**config.mk**
```make
export PLATFORM = sky130hd
export DESIGN_NAME = alu_iq_dispatch_arb
export DESIGN_NICKNAME = d
export VERILOG_FILES = /design/src/rtl/alu_iq_dispatch_arb.sv
export SDC_FILE = /design/constraint.sdc
export NUM_CORES = 1
export LEC_CHECK = 0
export BUFFER_PORTS_ARGS = -buffer_cell sky130_fd_sc_hd__buf_2
export CORE_MARGIN = 2
export CORE_UTILIZATION = 54
export CTS_CLUSTER_SIZE = 12
export DETAILED_ROUTE_END_ITERATION = 16
export MAX_ROUTING_LAYER = met4
export PLACE_DENSITY_LB_ADDON = 0.25
export SLEW_MARGIN = 20
export SYNTH_ARGS = -nofsm -noshare
export SYNTH_HDL_FRONTEND = slang
export SYNTH_SLANG_ARGS = --single-unit
```
**constraint.sdc**
```tcl
create_clock -name clk -period 4.35 [get_ports clk]
set_clock_uncertainty 0.15 [all_clocks]
set_input_delay 1.0875 -clock clk [delete_from_list [all_inputs] [get_ports clk]]
set_output_delay 1.0875 -clock clk [all_outputs]
set_load 0.1 [all_outputs]
```
**src/rtl/alu_iq_dispatch_arb.sv**
```systemverilog
// ALU issue-queue dispatch arbiter.
// Maps dispatch slots onto issue queues and tracks free-entry credits.
module alu_iq_dispatch_arb #(
    parameter int NUM_IQ       = 2,
    parameter int IQ_SIZE      = 4,
    parameter int DISPATCH_CNT = 2,
    localparam int CW          = $clog2(IQ_SIZE) + 1,
    localparam int PW          = $clog2(NUM_IQ)
) (
    input  logic                                  clk,
    input  logic                                  rst_n,
    input  logic                                  flush,
    input  logic                                  other_ready,
    input  logic [DISPATCH_CNT-1:0]               slot_valid_i,
    input  logic [DISPATCH_CNT-1:0]               slot_is_alu_i,
    output logic [DISPATCH_CNT-1:0]               slot_ready_o,
    output logic [NUM_IQ-1:0][DISPATCH_CNT-1:0]   choose_o,
    input  logic [NUM_IQ-1:0]                     iq_issue_i,
    output logic [NUM_IQ-1:0][CW-1:0]             credit_o,
    output logic                                  credit_err_o
);

    localparam logic [CW-1:0] FULL = CW'(IQ_SIZE);
    localparam logic [PW-1:0] LAST = PW'(NUM_IQ - 1);

    logic [NUM_IQ-1:0][CW-1:0]  credit_q;
    logic [NUM_IQ-1:0][CW-1:0]  credit_d;
    logic [PW-1:0]              rr_ptr_q;
    logic [PW-1:0]              rr_ptr_d;
    logic                       err_q;
    logic                       err_set;

    logic [NUM_IQ-1:0]          avail;
    logic [NUM_IQ-1:0]          taken;
    logic [NUM_IQ-1:0]          gnt_q;
    logic                       lower_ok;
    logic                       found;
    logic                       any_gnt;
    logic [PW-1:0]              last_q;
    int                         qi;

    // In-order slot walk; each ALU slot takes the next free queue from rr_ptr
    always_comb begin
        choose_o     = '0;
        slot_ready_o = '0;
        taken        = '0;
        lower_ok     = 1'b1;
        found        = 1'b0;
        any_gnt      = 1'b0;
        last_q       = '0;
        qi           = 0;
        for (int q = 0; q < NUM_IQ; q++) begin
            avail[q] = (credit_q[q] != '0);
        end
        for (int s = 0; s < DISPATCH_CNT; s++) begin
            found = 1'b0;
            if (!slot_valid_i[s]) begin
                slot_ready_o[s] = lower_ok;
            end else if (!slot_is_alu_i[s]) begin
                slot_ready_o[s] = lower_ok & other_ready;
            end else if (lower_ok && other_ready && rst_n && !flush) begin
                for (int k = 0; k < NUM_IQ; k++) begin
                    qi = int'(rr_ptr_q) + k;
                    if (qi >= NUM_IQ) qi = qi - NUM_IQ;
                    if (!found && avail[qi] && !taken[qi]) begin
                        found          = 1'b1;
                        taken[qi]      = 1'b1;
                        choose_o[qi][s] = 1'b1;
                        last_q         = PW'(qi);
                        any_gnt        = 1'b1;
                    end
                end
                slot_ready_o[s] = found;
            end
            lower_ok = slot_ready_o[s];
        end
    end

    // Credit bookkeeping: grant consumes, issue returns, saturate at full
    always_comb begin
        credit_d = credit_q;
        err_set  = 1'b0;
        for (int q = 0; q < NUM_IQ; q++) begin
            gnt_q[q] = |choose_o[q];
            if (iq_issue_i[q] && !gnt_q[q]) begin
                if (credit_q[q] == FULL) err_set = 1'b1;
                else credit_d[q] = credit_q[q] + CW'(1);
            end else if (gnt_q[q] && !iq_issue_i[q]) begin
                credit_d[q] = credit_q[q] - CW'(1);
            end
        end
        rr_ptr_d = rr_ptr_q;
        if (any_gnt) begin
            rr_ptr_d = (last_q == LAST) ? '0 : last_q + PW'(1);
        end
    end

    // State registers; reset and flush override every same-cycle event
    always_ff @(posedge clk) begin
        if (!rst_n || flush) begin
            for (int q = 0; q < NUM_IQ; q++) credit_q[q] <= FULL;
            rr_ptr_q <= '0;
            err_q    <= 1'b0;
        end else begin
            credit_q <= credit_d;
            rr_ptr_q <= rr_ptr_d;
            err_q    <= err_q | err_set;
        end
    end

    assign credit_o     = credit_q;
    assign credit_err_o = err_q;

endmodule

```
# Word-level counts from Yosys, hierarchy flattened
# Index checks and enable logic that the tools add are counted.
# Widths: inputs -> output; s select.
# totals
reg_bits	8
inputBits	10
out_inout_bits	13
word_cells	198
# op_classes
add_sub_neg	8
order_cmp	10
n_eq_ne	4
mux	125
n_bitwise	7
reduce_logical	40
# op_table
cell	count
$mux 32	14
$ge 32x1->1 const B	4
$lt 32x3->1 const B	4
$mux 1	68
$mux 4	16
$mux 2	14
$logic_and 1x1->1	19
$mux 3	6
$logic_not 1->1	12
$or 4x4->4	3
$demux 2 s1	4
$add 3x1->3 const B	2
$eq 3x3->1 const B	2
$reduce_bool 3->1	2
$sub 3x1->3 const B	2
$ne 2x2->1 const B	2
$or 2x2->2	2
$reduce_and 2->1	2
$reduce_bool 2->1	2
$reduce_or 2->1	2
$demux 1 s1	3
$sub 1x2->3 const B	1
$sub 2x2->3 const B	1
$add 1x1->2 const B	1
6 further kinds	6

# Logic depth before layout (Yosys ltp)
# Gate-level depths: netlist (run 1).
# depth
depth_word	54
mapped_depth	9
mapped_depth_nobuf	9

# Least setup slack after synthesis (run 1)
# Ideal clock, no wire load.
# synth_timing
kind	register to output
startpoint	register credit_q (netlist bit credit_o[4])
endpoint	output slot_ready_o[1]
t_arrival_ps	4406
required_time_ps	3113
path_slack_ps	-1293
stages_incl_launch_ff	8
path_cell_list	dfxtp_1 > buf_2 > nor3_1 > a21oi_1 > nor2b_1 > o21ai_0 > o2bb2ai_1 > buf_4
# synth_between
word_cells_on_any_way	67
cone_classes	mux (49); bitwise (3); reduce/logical (15)
# synth_rtl
element	line_no	rtl
from (decl)	26	logic [NUM_IQ-1:0][CW-1:0] credit_q;
from (signal assigned)	105	credit_q <= credit_d;
$reduce_bool 3->1 *	53	avail[q] = (credit_q[q] != '0);
$mux 1 (implied by the code) (3 in series)	65	if (!found && avail[qi] && !taken[qi]) begin
$logic_and 1x1->1	65	
$mux 2	65	
$mux 2	61	end else if (lower_ok && other_ready && rst_n && !flush) begin
$mux 2	59	end else if (!slot_is_alu_i[s]) begin
$mux 2	57	if (!slot_valid_i[s]) begin
$mux 1 (implied by the code) (3 in series)	65	
[... 3 more ...]	n/a	
$mux 1 *	61	
$mux 1 *	59	
$mux 1 *	57	
net slot_ready_o[0]	16	output logic [DISPATCH_CNT-1:0] slot_ready_o,
$logic_and 1x1->1 (3 in series)	61	
$mux 1	61	
$mux 1	59	
$mux 1 *	57	
to (decl)	16	
# The timed path passes the listed nets; every way through them passes the cells marked *. The select of a mux whose other input is x is not followed.

==> results.md, run 1 <==
* Clk pwr share at 29.2%
* Die ar. at between 1500 and 2000 um^2
* Area share of the largest cell type after synthesis at just under 20%
* GR Overflow Total at 0
* Remaining DRCs at 0
* First-pass GRT wire length at 3270 um
* TritonCTS clock tree: done
* Share of cells above drive strength 1 at between 20% and 30%
* Starting Density at 56.0%
* Die W at approximately 43 um
* Worst setup SP type: input pin
* Critical path class: in -> out
* Part of the power in registers at 36.6%
* Crit path max fanout at 4
* Final-report hold violation count at 0
* Commonest non-fill, non-tap cell in the layout: buf_2
* Logic gate share of total power at roughly a third
* Number of diodes at 0
* Die Y at 43.0 um
* IO Pins at 23
* Clock sinks at 8
* Antenna violations before repair at 0
* Post-Syn Area at between 800 and 900 um^2
* Global placer's final weighted congestion at just over 0.8
* Register area share after synthesis at between 10% and 20%
* CTS H-tree lvls at 1
* Period utilization at 87.9%
* # setup viols final at 0
* CORE AREA at about 1500 um^2
* Worst path required time at 3.11 ns
* Mean post-synth cell area at 7.55 um^2
* Via count at approximately 890
* P&R area growth vs syn at 18.8%
* Status: completed
* Total power divided by cell area at around 220 nW/um^2
* Avg WL per Cell at between 10 and 15 um
* Switch share at between 40% and 50%
* DRT Pass-1 Iters at 4
* PostCTS Resize Cnt at 0
* Final instance area at about 1000 um^2
* Nets at approximately 140
* Input/output buffers at 22
* RSZ-0062 raised after global routing: false
* CP endpoint kind: output port
* Gr usage total at approximately a quarter
* # Post-CTS Setup Buffers at 0
* Tightest Pin Transition at 0.628 ns
* Mapped Cells at approximately 110
* Clk buf depth at 2
* Commonest cells after routing, fill and taps aside: buf_2 (21), nor2_1 (11), nand2_1 (8), a21oi_1 (8), dfxtp_1 (8)
* DR vias/cell at 6.15
* Highest Clock Rate at approximately 260 MHz
* Hold path depth at 2
* Final ANT Viol Nets at 0
* Initial drt markers at 18
* Syn_nets at ~120
* Leading area contributor after synthesis: dfxtp_1
* Seq cells post-synth at 8
* Yosys cell types at 48
* Routed WL at between 1500 and 2000 um
* Max VDD drop at 130 uV
* Arrival time worst endpoint at about 2.6 ns
* Hpwl dp at 1430 um
* Leakage dissipation at slightly below 0.4 nW
* Overall Power at 0.218 mW
* Number of fill cells at between 100 and 150
* Max capacitance violation total at 0
* Rows at 14
* Worst skew pair latency at approximately 0.27 ns
* Root Driver: clkbuf_4
* Worst relative slew slack at between 50 and 60%
* YS warnings at 0
* Vias in the first global route at around 800
* Clk slew on worst S/H paths at about 0.050 ns
* Psw at 0.0894 mW
* Worst r2r path cells at 7
* Power Internal at 0.128 mW
* Cts bufs inserted at 3
* Min Tclk post-route at between 3 and 4 ns
* Top cells by area, synth: dfxtp_1 (19%), nor2_1 (5.5%), a21oi_1 (4.9%)
* Final Max Slew Viols at 0
* Class of the worst hold path: reg -> reg
* Post-DP Area at approximately 960 um^2
* Largest net degree at the start of global routing at 12
* Hold-fix buffers, CTS at 0
worst paths after layout:
path | start | end | slack [ns]
min reg2reg | credit_err_o | credit_err_o | 0.37
max | flush | choose_o[3] | 0.53
max reg2reg | credit_o[0] | credit_o[4] | 1.59
min | credit_err_o | credit_err_o | 0.37
cell type report:
| class | instances | area, um^2 | share of cell area [%] |
|---|---|---|---|
| clock buffers | 3 | 22.5 | 2.30 |
| inverters | 6 | 22.5 | 2.30 |
| multi-input cells | 88 | 613 | 62.7 |
| flip-flops and latches | 8 | 160 | 16.4 |
| well taps | 16 | 20.0 | 2.05 |
| repair buffers | 24 | 140 | 14.3 |
cells in the mapped netlist, drive strengths merged:
library cell and count:
and2 3, nand2b 1, a311oi 1, nand4 2, nor2 12, a41oi 1, a2bb2oi 1, a221oi 1
a211o 1, nand3 2, o211a 1, o31ai 2, xnor2 3, xor2 3, o21ai 8, nand2 8
fa 2, o211ai 3, a21oi 8, o311ai 2, nor3 6, and3b 2, maj3 1, nor2b 1
o41a 1, inv 6, or4 1, a22oi 1, dfxtp 8, clkbuf 3, a211oi 1, o32ai 1
or2 1, a21boi 1, o22ai 1, buf 4, o2bb2ai 1, a31oi 1, or3 2, a221o 1
cell families after synthesis:
family	share of synthesized area (%)
and+or+nand+nor	26.3
buffers and inverters	7.60
adders and majority gates	6.08
AOI/OAI and AO/OA	34.2
DFF	19.5
xor gates and xnor gates	6.38
layer usage:
metal,global-route usage (%),part of all wire [%],wire [um]
met2,38.5,48,923
met1,27.4,46,880
met4,15.2,3.6,70
met5,-,0,0
met3,2.98,2.9,56
worst max-delay path: stages:
cell and delay (ns):
buf_2 0.10, nand2b_1 0.14, or2_2 0.30, nor2_1 0.29
xor2_1 0.13, nor3_2 0.10, buf_2 0.44
through the flow:
stage	util, %	hold WS (ns)	setup TNS (ns)	worst slack (ns)	std cells
after floorplan	-	0.374	-0.495	-0.495	109
after global placement	65.0	0.355	0	0.562	142
after detailed placement	65.0	0.372	0	0.515	142
after CTS	66.5	0.385	0	0.514	145
after global routing	66.5	0.413	0	0.432	145
final	66.5	0.374	0	0.527	145
power by group through the flow:
stage | sequential, mW | clock, mW | combinational [mW]
after global placement | 0.0811 | 0 | 0.0723
after global routing | 0.0801 | 0.0695 | 0.0794
final | 0.0796 | 0.0636 | 0.0744
after floorplan | 0.0957 | 0 | 0.0459
after CTS | 0.0796 | 0.0639 | 0.0741
after detailed placement | 0.0813 | 0 | 0.0738
Note: power is estimated with default switching activity, not from simulation.
==> inputs of run 2 (changes only) <==
--- a/config.mk
+++ b/config.mk
@@ -12,6 +12,7 @@
 export DETAILED_ROUTE_END_ITERATION = 16
 export MAX_ROUTING_LAYER = met4
 export PLACE_DENSITY_LB_ADDON = 0.25
+export REMOVE_ABC_BUFFERS = 1
 export SLEW_MARGIN = 20
 export SYNTH_ARGS = -nofsm -noshare
 export SYNTH_HDL_FRONTEND = slang
==> results.md, run 2 (same netlist as run 1, synthesis figures left out) <==
* Root Driver: clkbuf_4
* Worst path required time at between 3 and 4 ns
* Commonest cells after routing, fill and taps aside: buf_2 (21), nor2_1 (12), nand2_1 (8), a21oi_1 (8), dfxtp_1 (8)
* Largest net degree at the start of global routing at 12
* Worst skew pair latency at 0.26 ns
* Clk pwr share at between 20% and 30%
* IO Pins at 23
* Input/output buffers at 22
* Power Internal at 0.128 mW
* Final ANT Viol Nets at 0
* Final-report hold violation count at 0
* Clock sinks at 8
* DRT Pass-1 Iters at 4
* Switch share at 39.7%
* Commonest non-fill, non-tap cell in the layout: buf_2
* # setup viols final at 0
* Critical path class: in -> out
* Die Y at between 40 and 50 um
* Worst relative slew slack at about two fifths
* Via count at 877
* Worst setup SP type: input pin
* Crit path max fanout at 4
* CP dominant cell by count: buf_2
* Die W at 43.0 um
* Global placer's final weighted congestion at around 0.8
* Routed WL at between 1500 and 2000 um
* DR vias/cell at just over 6
* # Post-CTS Setup Buffers at 0
* Final instance area at 958 um^2
* Post-DP Area at 936 um^2
* Tightest Pin Transition at 0.917 ns
* Part of the power in registers at a little under two fifths
* RR Startpoint: credit_o[0]
* Crit-path cells: buf_2, nand2b_1, or2_2, nor2_1, xor2_1, nor3_1, buf_2
* Worst Hold Endpoint: credit_err_o
* Worst reg-to-reg setup slack at between 1.5 and 2 ns
* Cell class contributing the biggest share of worst-path delay: simple AND/OR/NAND/NOR gates
* RR Endpoint: credit_o[4]
* Remaining DRCs at 0
* Share of cells above drive strength 1 at around a quarter
* Gr usage total at about a quarter
* Crit path max-delay cell type: buf_2
* GR Overflow Total at 0
* Overall Power at 0.212 mW
* Total power divided by cell area at 221 nW/um^2
* PostCTS Resize Cnt at 0
* RSZ-0062 raised after global routing: false
* Status: completed
* Clk buf depth at 2
* Hold-fix buffers, CTS at 0
* Starting Density at 56.0%
* Rows at 14
* Slowest stage delay, CP at between 0.4 and 0.5 ns
* Logic gate share of total power at 34.6%
* Die ar. at about 1900 um^2
* Avg WL per Cell at 12.9 um
* Antenna violations before repair at 0
* Worst r2r path cells at 7
* Highest Clock Rate at roughly 260 MHz
* Initial drt markers at 8
* Final Max Slew Viols at 0
* Hold_sp: credit_err_o
* Max capacitance violation total at 0
* First-pass GRT wire length at roughly 3400 um
* Class of the worst hold path: reg -> reg
* Min Tclk post-route at approximately 3.8 ns
* CTS H-tree lvls at 1
* TritonCTS clock tree: done
* Leakage dissipation at roughly 0.39 nW
* Clk slew on worst S/H paths at roughly 0.060 ns
* Arrival time worst endpoint at around 2.6 ns
* Number of diodes at 0
* Nets at between 100 and 150
* Hpwl dp at 1410 um
* Psw at 0.0841 mW
* CP Buf/Inv Count at 2
* Max VDD drop at between 150 and 200 uV
* Cts bufs inserted at 3
* P&R area growth vs syn at 16.4%
* CORE AREA at 1470 um^2
* TNS Setup at 0 ns
* Vias in the first global route at approximately 800
* Hold path depth at 2
* Period utilization at slightly below 90%
* CP endpoint kind: output port
[run 2: cell types whose count changed in the layout (fill, tap and decap cells not counted)]
| cell | change |
|---|---|
| buf_4 | -1 |
| nor2_1 | +1 |
| nor2_2 | -1 |
| nor3_1 | +2 |
| nor3_2 | -2 |
| o21ai_0 | +1 |
| o21ai_1 | -1 |
[run 2: area by class of cell]
cell class / instances / area (um^2)
Inverter: 6 / 22.5
Fill cell: 132 / 513
Sequential cell: 8 / 160
Clock buffer: 3 / 22.5
Tap cell: 16 / 20.0
Timing Repair Buffer: 23 / 133
Multi-Input combinational cell: 88 / 601
[run 2: worst register-to-register path: stages (launching register included)]
cell and delay (ns):
dfxtp_1 0.39, nor3_2 0.50, a2bb2oi_1 0.28, o21ai_1 0.25, o21ai_0 0.27, fa_1 0.46, a221oi_1 0.29, a311oi_1 0.08
[run 2: power by group through the flow]
stage,sequential (mW),combinational [mW],clock [mW]
6_report,0.0796,0.0732,0.0590
5_1_grt,0.0801,0.0794,0.0636
4_1_cts,0.0796,0.0731,0.0611
3_5_place_dp,0.0812,0.0728,0
3_3_place_gp,0.0812,0.0716,0
2_1_floorplan,0.0960,0.0409,0
[run 2: layer usage]
layer	track usage, %	part of all wire, %	vias to the layer above
met2	40.3	51	16
met3	6.81	4.1	0
met5	-	0	-
met4	4.24	0	0
met1	28.6	45	420
li1	-	-	441
[run 2: worst max-delay path by stage]
stage,start,end,depth (start not counted)
finish,flush,choose_o[3],7
global route,flush,choose_o[3],7
CTS,flush,choose_o[3],7
detailed placement,flush,choose_o[3],7
global placement,flush,choose_o[3],7
floorplan,credit_o[4],slot_ready_o[1],5
[run 2: metrics by stage]
| stage | instances | hold slack, ns | setup slack [ns] | utilization, % |
|---|---|---|---|---|
| after floorplan | 102 | 0.374 | -1.71 | - |
| final | 144 | 0.364 | 0.502 | 65.1 |
| after CTS | 144 | 0.377 | 0.490 | 65.1 |
| after global placement | 141 | 0.354 | 0.550 | 63.6 |
| after global routing | 144 | 0.394 | 0.397 | 65.1 |
| after detailed placement | 141 | 0.364 | 0.491 | 63.6 |
==> inputs of run 3 (changes only) <==
--- a/config.mk
+++ b/config.mk
@@ -5,13 +5,13 @@
 export SDC_FILE = /design/constraint.sdc
 export NUM_CORES = 1
 export LEC_CHECK = 0
-export BUFFER_PORTS_ARGS = -buffer_cell sky130_fd_sc_hd__buf_2
 export CORE_MARGIN = 2
-export CORE_UTILIZATION = 54
+export CORE_UTILIZATION = 60
 export CTS_CLUSTER_SIZE = 12
 export DETAILED_ROUTE_END_ITERATION = 16
+export DONT_BUFFER_PORTS = 1
 export MAX_ROUTING_LAYER = met4
-export PLACE_DENSITY_LB_ADDON = 0.25
+export PLACE_DENSITY_LB_ADDON = 0.2
 export REMOVE_ABC_BUFFERS = 1
 export SLEW_MARGIN = 20
 export SYNTH_ARGS = -nofsm -noshare
==> results.md, run 3 (same netlist as run 1, synthesis figures left out) <==
* Cts bufs inserted at 3
* Part of the power in registers at 39.7%
* Switch share at 38.5%
* # Post-CTS Setup Buffers at 0
* Post-DP Area at 967 um^2
* Initial drt markers at 32
* TritonCTS clock tree: done
* Highest Clock Rate at 273 MHz
* Setup WS post-layout at about 0.69 ns
* Final instance area at a little under 1000 um^2
* Final-report hold violation count at 0
* Cell class contributing the biggest share of worst-path delay: simple AND/OR/NAND/NOR gates
* Tightest Pin Transition at ~0.96 ns
* Routed WL at 1990 um
* Rows at 13
* Logic gate share of total power at between 30% and 40%
* Setup WS pre-CTS at a little over 0.7 ns
* Avg WL per Cell at ~15 um
* Status: completed
* Min Tclk post-route at 3.66 ns
* Worst Hold Slack at 0.384 ns
* Util after Layout at between 70% and 80%
* Antenna violations before repair at 0
* Period utilization at a little over four fifths
* CORE AREA at approximately 1300 um^2
* Clk pwr share at 27.6%
* RSZ-0062 raised after global routing: false
* Leakage dissipation at 0.370 nW
* Arrival time worst endpoint at 2.43 ns
* Commonest non-fill, non-tap cell in the layout: buf_4
* Vias in the first global route at 703
* Max capacitance violation total at 0
* Hold-fix buffers, CTS at 0
* Largest net degree at the start of global routing at 12
* P&R area growth vs syn at 20.2%
* Number of fill cells at 105
* Power Internal at 0.128 mW
* Multi-input combinational cell area at 626 um^2
* Register area at roughly 160 um^2
* Final ANT Viol Nets at 0
* Die W at around 41 um
* DRT Pass-1 Iters at 4
* Nets at 133
* Final Max Slew Viols at 0
* Hpwl dp at between 1500 and 2000 um
* Starting Density at approximately 64%
* Class of the worst hold path: reg -> reg
* First-pass GRT wire length at just under 3000 um
* Total power divided by cell area at between 200 and 250 nW/um^2
* Share of cells above drive strength 1 at about a quarter
* Input/output buffers at 0
* Crit path max-delay cell type: or2_2
* Gr usage total at between 20 and 30%
* Commonest cells after routing, fill and taps aside: buf_4 (12), nor2_1 (10), nand2_1 (8), a21oi_1 (8), dfxtp_1 (8)
* Number of diodes at 0
* Global placer's final weighted congestion at between 0.7 and 0.8
* IO Pins at 23
* Psw at 0.0798 mW
* Remaining DRCs at 0
* Worst setup SP type: input pin
* TNS Setup at 0 ns
* Crit-path cells: nand2b_1, or2_2, nor2_1, xnor2_1, nor3_2, clkbuf_16
* CP endpoint kind: output port
* DR vias/cell at 6.51
* Worst skew pair latency at ~0.26 ns
* Cell count after placement at between 100 and 150
* Clock sinks at 8
* # setup viols final at 0
* Die ar. at ~1700 um^2
* PostCTS Resize Cnt at 0
* GR Overflow Total at 0
* Max VDD drop at between 200 and 250 uV
* Finished Layout Cells at ~130
* Critical path class: in -> out
* Overall Power at 0.208 mW
* Worst relative slew slack at 36.1%
* Worst path required time at 3.11 ns
* Die Y at 41.0 um
* Crit path max fanout at 4
* Clk buf depth at 2
* CTS H-tree lvls at 1
* Root Driver: clkbuf_4
* Clk slew on worst S/H paths at around 0.050 ns
* CP Buf/Inv Count at 1
* Slowest stage delay, CP at roughly 0.31 ns
* Via count at between 800 and 900
==> run 3: changes by cell type in the layout (fill, tap and decap cells not counted), sizes merged <==
cell    previous run  this run
clkbuf             3         5
buf               23        12
==> run 3: final timing paths <==
check | from | endpoint | slack (ns) | depth (start not counted)
hold / removal | credit_o[5] | credit_err_o | 0.38 | 2
setup / recovery | flush | choose_o[1] | 0.69 | 6
setup reg to reg | credit_o[1] | credit_o[4] | 1.43 | 8
hold reg to reg | credit_o[5] | credit_err_o | 0.38 | 2
==> run 3: layer usage <==
metal  up-vias  part of all wire, %  track usage (%)
met3         4                  6.4             9.24
met4         0                 0.85             5.00
met5         -                    0                -
met2        31                   53             46.9
met1       411                   39             29.4
li1        427                    -                -
==> run 3: area by class of cell <==
cell class	count	area share, %
tap	15	1.90
multi-input combinational	88	63.2
inverter	6	2.28
sequential	8	16.2
timing repair buffer	14	14.2
clock buffer	3	2.28
==> run 3: power by group through the flow <==
stage               logic [mW]  clock network [mW]  registers (mW)
global route            0.0720              0.0628          0.0827
finish                  0.0679              0.0572          0.0823
detailed placement      0.0671                   0          0.0839
global placement        0.0658                   0          0.0838
CTS                     0.0674              0.0584          0.0823
floorplan               0.0409                   0          0.0960
==> run 3: worst register-to-register path: cells and delay by family, from the launching register on <==
kind	cells	cell delay, ns
adders and majority gates	1	0.47
buffers and inverters	1	0.25
AOI/OAI and AO/OA	5	1.12
DFF	1	0.30
and+or+nand+nor	1	0.49
